## src/rtl/seq_left_shifter_if.sv

```systemverilog
// Request/result bundle for the sequential left shifter.
// The requester drives the operands and the shifter returns the result with its status.
interface seq_left_shifter_if #(
  parameter int WIDTH   = 32,
  parameter int SHAMT_W = 5
);
  logic               start;
  logic [WIDTH-1:0]   A;
  logic [SHAMT_W-1:0] shamt;
  logic [WIDTH-1:0]   M;
  logic               busy;
  logic               done;

  modport master (output start, A, shamt, input  M, busy, done);
  modport slave  (input  start, A, shamt, output M, busy, done);
endinterface

```

## src/rtl/seq_left_shifter.sv

```systemverilog
// Iterative barrel shifter: M = A << shamt, one stage per cycle (16, 8, 4, 2, 1).
// Fixed six-cycle latency from the accepting edge to the done pulse.
module seq_left_shifter #(
  parameter int WIDTH   = 32,
  parameter int SHAMT_W = 5
) (
  input  logic               clk,
  input  logic               reset,
  seq_left_shifter_if.slave  bus
);

  typedef enum logic [1:0] {
    IDLE  = 2'd0,
    SHIFT = 2'd1,
    DONE  = 2'd2
  } state_t;

  state_t             state, state_next;
  logic [WIDTH-1:0]   acc, acc_step;
  logic [SHAMT_W-1:0] shamt_q;
  logic [2:0]         stage;
  logic               load;

  // NOTE: every always_comb output gets a default first, so no path can infer a latch.
  always_comb begin
    state_next = state;
    load       = 1'b0;
    case (state)
      IDLE: begin
        if (bus.start) begin
          load       = 1'b1;
          state_next = SHIFT;
        end
      end
      SHIFT: begin
        if (stage == 3'd0) state_next = DONE;
      end
      DONE: begin
        // A start in the done cycle chains straight into the next operation.
        load       = bus.start;
        state_next = bus.start ? SHIFT : IDLE;
      end
      default: state_next = IDLE;
    endcase
  end

  // Stage k shifts by 2^k when the captured amount has bit k set.
  always_comb begin
    acc_step = acc;
    if (shamt_q[stage]) acc_step = acc << (SHAMT_W'(1) << stage);
  end

  // NOTE: sequential state uses non-blocking assignments so all registers update from pre-edge values.
  always_ff @(posedge clk) begin
    if (reset) begin
      // NOTE: the datapath is reset too, since M is observable and must read zero after reset.
      state   <= IDLE;
      acc     <= '0;
      shamt_q <= '0;
      stage   <= 3'd0;
      bus.M   <= '0;
    end else begin
      state <= state_next;
      if (load) begin
        acc     <= bus.A;
        shamt_q <= bus.shamt;
        stage   <= 3'd4;
      end else if (state == SHIFT) begin
        acc <= acc_step;
        if (stage == 3'd0) bus.M <= acc_step;
        else               stage <= stage - 3'd1;
      end
    end
  end

  assign bus.busy = (state == SHIFT);
  assign bus.done = (state == DONE);

endmodule

```

## src/flat_wrapper.sv

```systemverilog
// flat-port wrapper written by rule: the top's interface ports become plain ports
module seq_left_shifter_flat 
#(
  parameter int WIDTH   = 32,
  parameter int SHAMT_W = 5
)
  (clk, reset, bus_start, bus_A, bus_shamt, bus_M, bus_busy, bus_done);
  seq_left_shifter_if #(.WIDTH(WIDTH), .SHAMT_W(SHAMT_W)) bus_i ();
  input  logic clk;
  input  logic reset;
  input wire logic [$bits(bus_i.start)-1:0] bus_start;
  input wire logic [$bits(bus_i.A)-1:0] bus_A;
  input wire logic [$bits(bus_i.shamt)-1:0] bus_shamt;
  output wire logic [$bits(bus_i.M)-1:0] bus_M;
  output wire logic [$bits(bus_i.busy)-1:0] bus_busy;
  output wire logic [$bits(bus_i.done)-1:0] bus_done;
  assign bus_i.start = bus_start;
  assign bus_i.A = bus_A;
  assign bus_i.shamt = bus_shamt;
  assign bus_M = bus_i.M;
  assign bus_busy = bus_i.busy;
  assign bus_done = bus_i.done;
  seq_left_shifter #(.WIDTH(WIDTH), .SHAMT_W(SHAMT_W)) u_core (.clk(clk), .reset(reset), .bus(bus_i));
endmodule
```

## config.mk

```make
export PLATFORM = sky130hd
export DESIGN_NAME = seq_left_shifter_flat
export DESIGN_NICKNAME = d
export VERILOG_FILES = /design/src/rtl/seq_left_shifter_if.sv /design/src/rtl/seq_left_shifter.sv /design/src/flat_wrapper.sv
export SDC_FILE = /design/constraint.sdc
export NUM_CORES = 1
export LEC_CHECK = 0
export CAP_MARGIN = 30
export CORE_MARGIN = 1.5
export CORE_UTILIZATION = 25
export DETAILED_ROUTE_END_ITERATION = 8
export GPL_TIMING_DRIVEN = 1
export SETUP_SLACK_MARGIN = 0.5
export SYNTH_ARGS = -nofsm -noshare
export SYNTH_HDL_FRONTEND = slang
export SYNTH_SLANG_ARGS = --single-unit
export TNS_END_PERCENT = 100
```

## constraint.sdc

```tcl
create_clock -name clk -period 2.4 [get_ports clk]
set_input_delay 0.36 -clock clk [delete_from_list [all_inputs] [get_ports clk]]
set_output_delay 0.36 -clock clk [all_outputs]
set_load 0.1 [all_outputs]
```

==> impl_metrics.xml <==
<?xml version="1.0" encoding="UTF-8"?>
<metrics>
  <group name="setup_path">
    <metric name="setup.worst_path.start" unit="">u_core.stage[1]$_SDFFE_PP0P_</metric>
    <metric name="end_kind" unit="">flop</metric>
    <metric name="worst_ep_arrival_time" unit="ns">2.60</metric>
    <metric name="timing.reg2reg.setup_slack" unit="ns">0.03</metric>
    <metric name="regToRegStartpoint" unit="">u_core.stage[1]$_SDFFE_PP0P_</metric>
    <metric name="cp-start-kind" unit="">flop</metric>
    <metric name="path_class" unit="">reg -&gt; reg</metric>
    <metric name="cp_max_fo" unit="">7</metric>
    <metric name="worstPathRequired" unit="ns">2.64</metric>
  </group>
  <group name="global_route">
    <metric name="grt_start_max_net_pins" unit="">37</metric>
    <metric name="grt_pass1_wl" unit="mm">38.80</metric>
    <metric name="grt_overflow" unit="">0</metric>
    <metric name="first_global_vias" unit="">6159</metric>
    <metric name="grt_antenna_before_repair" unit="">0</metric>
    <metric name="grt_use_total" unit="%">22.83</metric>
  </group>
  <group name="outcome">
    <metric name="outcome" unit="">complete, no violations</metric>
  </group>
  <group name="logic_synthesis">
    <metric name="synth_enable_flop_cells" unit="">0</metric>
    <metric name="avg_synthesized_cell_area" unit="um2">8.475</metric>
    <metric name="synth.net_count" unit="">693</metric>
    <metric name="yosys_warnings" unit="">0</metric>
    <metric name="netlist-cell-type-count" unit="">79</metric>
    <metric name="biggest_area_contributors_in_the_synthesized_netlist" unit="">sky130_fd_sc_hd__dfxtp_1 27%, sky130_fd_sc_hd__mux4_2 4.9%, sky130_fd_sc_hd__a22oi_1 4.8%</metric>
    <metric name="synth.yosys.seq_area_share" unit="%">26.98</metric>
    <metric name="syn-instance-count" unit="">648</metric>
    <metric name="yosysTopAreaCellShare" unit="%">26.98</metric>
    <metric name="yosys_register_bits" unit="">74</metric>
    <metric name="ys_dominant_reg_cell" unit="">sky130_fd_sc_hd__dfxtp_1</metric>
    <metric name="post-synth-top-area-cell" unit="">sky130_fd_sc_hd__dfxtp_1</metric>
    <metric name="synthArstFlopShare" unit="%">0</metric>
    <metric name="most_numerous_cell_in_the_yosys_netlist" unit="">sky130_fd_sc_hd__dfxtp_1</metric>
    <metric name="syn_area" unit="um2">5492</metric>
    <metric name="ys_top_cells_by_count" unit="">74 x sky130_fd_sc_hd__dfxtp_1, 64 x sky130_fd_sc_hd__nor2_1, 42 x sky130_fd_sc_hd__nand2_1</metric>
  </group>
  <group name="timing">
    <metric name="hold_violations" unit="">0</metric>
    <metric name="rsz0062_at_grt" unit="">true</metric>
    <metric name="final-setup-viol-count" unit="">0</metric>
    <metric name="worst_hold_slack" unit="ns">0.4547</metric>
    <metric name="relative_max_transition_margin" unit="%">60.70</metric>
    <metric name="final-max-slew-violation-count" unit="">0</metric>
    <metric name="period_share" unit="%">98.55</metric>
    <metric name="worst-slew-pin-transition" unit="ns">0.5887</metric>
    <metric name="period_needed" unit="ns">2.365</metric>
    <metric name="skew" unit="ns">0.008280</metric>
    <metric name="achievable-frequency" unit="GHz">0.4228</metric>
  </group>
  <group name="pwr">
    <metric name="finalPower" unit="mW">5.255</metric>
    <metric name="power_density" unit="nW/um2">561.9</metric>
    <metric name="ir_drop" unit="mV">0.3434</metric>
    <metric name="leakagePower" unit="nW">3.528</metric>
  </group>
  <group name="finish">
    <metric name="layout.nets" unit="">882</metric>
    <metric name="layout-drive-gt1-share" unit="%">50.77</metric>
    <metric name="end_of_flow_core_utilization" unit="%">43.12</metric>
    <metric name="area_growth_syn_to_layout" unit="%">70.31</metric>
    <metric name="antennaDiodeCount" unit="">0</metric>
  </group>
  <group name="job">
    <metric name="max_cap_violations" unit="">0</metric>
  </group>
  <group name="clock_tree">
    <metric name="cts_sinks" unit="">74</metric>
    <metric name="cts_inserted_buffers" unit="">9</metric>
    <metric name="cts-hold-fix-buffers" unit="">0</metric>
    <metric name="clk_path_buf_depth" unit="">2</metric>
    <metric name="tritoncts_clock_tree" unit="">done</metric>
    <metric name="clock_tree.root_cell" unit="">sky130_fd_sc_hd__clkbuf_16</metric>
    <metric name="cts_htree_levels" unit="">3</metric>
    <metric name="clk-insertion-delay-late" unit="ns">0.35</metric>
    <metric name="clk_pin_slew_worst_paths" unit="ns">0.06</metric>
  </group>
  <group name="floorplan">
    <metric name="design.die.area" unit="um2">22860</metric>
    <metric name="design.core.area" unit="um2">21690</metric>
    <metric name="dieWidth" unit="um">151.2</metric>
    <metric name="start_util" unit="%">25.32</metric>
    <metric name="die-height" unit="um">151.2</metric>
    <metric name="top_level_ports" unit="">74</metric>
    <metric name="num_rows" unit="">54</metric>
  </group>
  <group name="detailed_routing">
    <metric name="dr.pass1.iters" unit="">5</metric>
    <metric name="finalWirelength" unit="mm">26.90</metric>
    <metric name="ant_nets" unit="">0</metric>
    <metric name="detailroute.via_count" unit="">6665</metric>
    <metric name="post_drt_via_cell_ratio" unit="">5.946</metric>
    <metric name="first_iter_violations" unit="">817</metric>
    <metric name="drcViolationCount" unit="">0</metric>
    <metric name="routedWlPerCell" unit="um">23.99</metric>
  </group>
  <group name="worst_hold_path">
    <metric name="min_from" unit="">u_core.shamt_q[2]$_SDFFE_PP0P_</metric>
    <metric name="min_path_type" unit="">reg -&gt; reg</metric>
  </group>
  <group name="place">
    <metric name="detailedPlacementHpwl" unit="mm">18.47</metric>
    <metric name="place_congestion" unit="">0.9536</metric>
    <metric name="place.port_buffers" unit="">73</metric>
  </group>
</metrics>
[flip-flops by register name, indices dropped and copies added, names as in the netlist]
register	flops
u_core.state	2
u_core.stage	3
u_core.shamt_q	5
u_core.bus.M	32
u_core.acc	32
[where the power goes]
group | switching (mW) | leakage [nW] | internal (mW) | total [mW]
sequential | 0.116 | 0.607 | 1.31 | 1.43
combinational | 1.28 | 2.75 | 0.943 | 2.22
clock | 0.580 | 0.170 | 1.03 | 1.61
[routing by layer]
layer	global-route usage, %	wire, um	vias to the layer above
met1	33.44	11850	3267
met4	7.039	990	0
met5	0	0	-
li1	-	-	2928
met2	33.45	11600	389
met3	4.157	2460	81
[worst max-delay path, cell delays in order (launching register included)]
cell and delay, ns:
sky130_fd_sc_hd__dfxtp_4 0.36, sky130_fd_sc_hd__inv_4 0.05, sky130_fd_sc_hd__ha_4 0.17, sky130_fd_sc_hd__buf_8 0.13, sky130_fd_sc_hd__buf_4 0.13, sky130_fd_sc_hd__nor3_1 0.32, sky130_fd_sc_hd__buf_4 0.18, sky130_fd_sc_hd__nor2_1 0.06
sky130_fd_sc_hd__buf_4 0.15, sky130_fd_sc_hd__o211a_1 0.24, sky130_fd_sc_hd__a22o_1 0.22, sky130_fd_sc_hd__o31a_1 0.24
[final timing paths]
| path | depth (start not counted) | endpoint |
|---|---|---|
| worst max-delay path | 11 | u_core.bus.M[23]$_SDFFE_PP0P_ |
| worst min-delay path | 2 | u_core.shamt_q[2]$_SDFFE_PP0P_ |
| worst max register to register | 11 | u_core.bus.M[23]$_SDFFE_PP0P_ |
| worst min register to register | 2 | u_core.shamt_q[2]$_SDFFE_PP0P_ |
[metrics by stage]
stage	TNS (ns)	area (um2)	instances	setup slack (ns)
floorplan	0	5749	648	0.3168
global placement	0	7453	1059	0.002398
detailed placement	-0.05932	7453	1059	-0.02329
CTS	0	8802	1113	0.1040
global route	-0.02016	9353	1121	-0.007280
finish	0	9353	1121	0.03482
[logic make-up after synthesis]
kind of cell	count (synthesis)	synth area share, %
flops	74	26.98
fa+ha+maj	5	1.139
xor+xnor	1	0.1595
simple gates	193	18.43
buf+inv	76	7.040
mux	48	11.89
compound gates	251	34.36
[cell type report]
cell class	instances	area, um2
inverter	6	37.54
timing repair buffer	247	2302
fill	2052	12340
multi-input combinational	499	4825
clock inverter	3	68.82
sequential	74	1491
tap	280	350.3
clock buffer	12	277.8
[repair_timing]
action,CTS,global route
pin swaps,55,34
gates cloned,3,0
gates resized for setup,121,99
setup buffers,36,8
hold endpoints to repair,0,0
endpoints found under the setup margin,63,67
[cell usage in the layout (no fill, tap or decap), drive strengths merged, types with 5 or more instances in the layout]
cell             n
a221oi          18
a22oi           36
a21o            12
a21oi           35
mux2i           18
nor3            20
clkbuf          12
or4b             6
a311oi          12
nand2b          10
dfxtp           74
o2bb2ai          7
o221ai          14
nor3b            6
nor2b           10
a32oi            5
nand2           42
o211ai           7
a211oi          14
nor4             6
a31oi           10
o22ai           18
mux4            12
o21ai           22
clkdlybuf4s50   38
mux2            18
ha               5
nor4b            5
buf            209
a22o             6
nor2            67
Power figures use the tool's default switching activity.
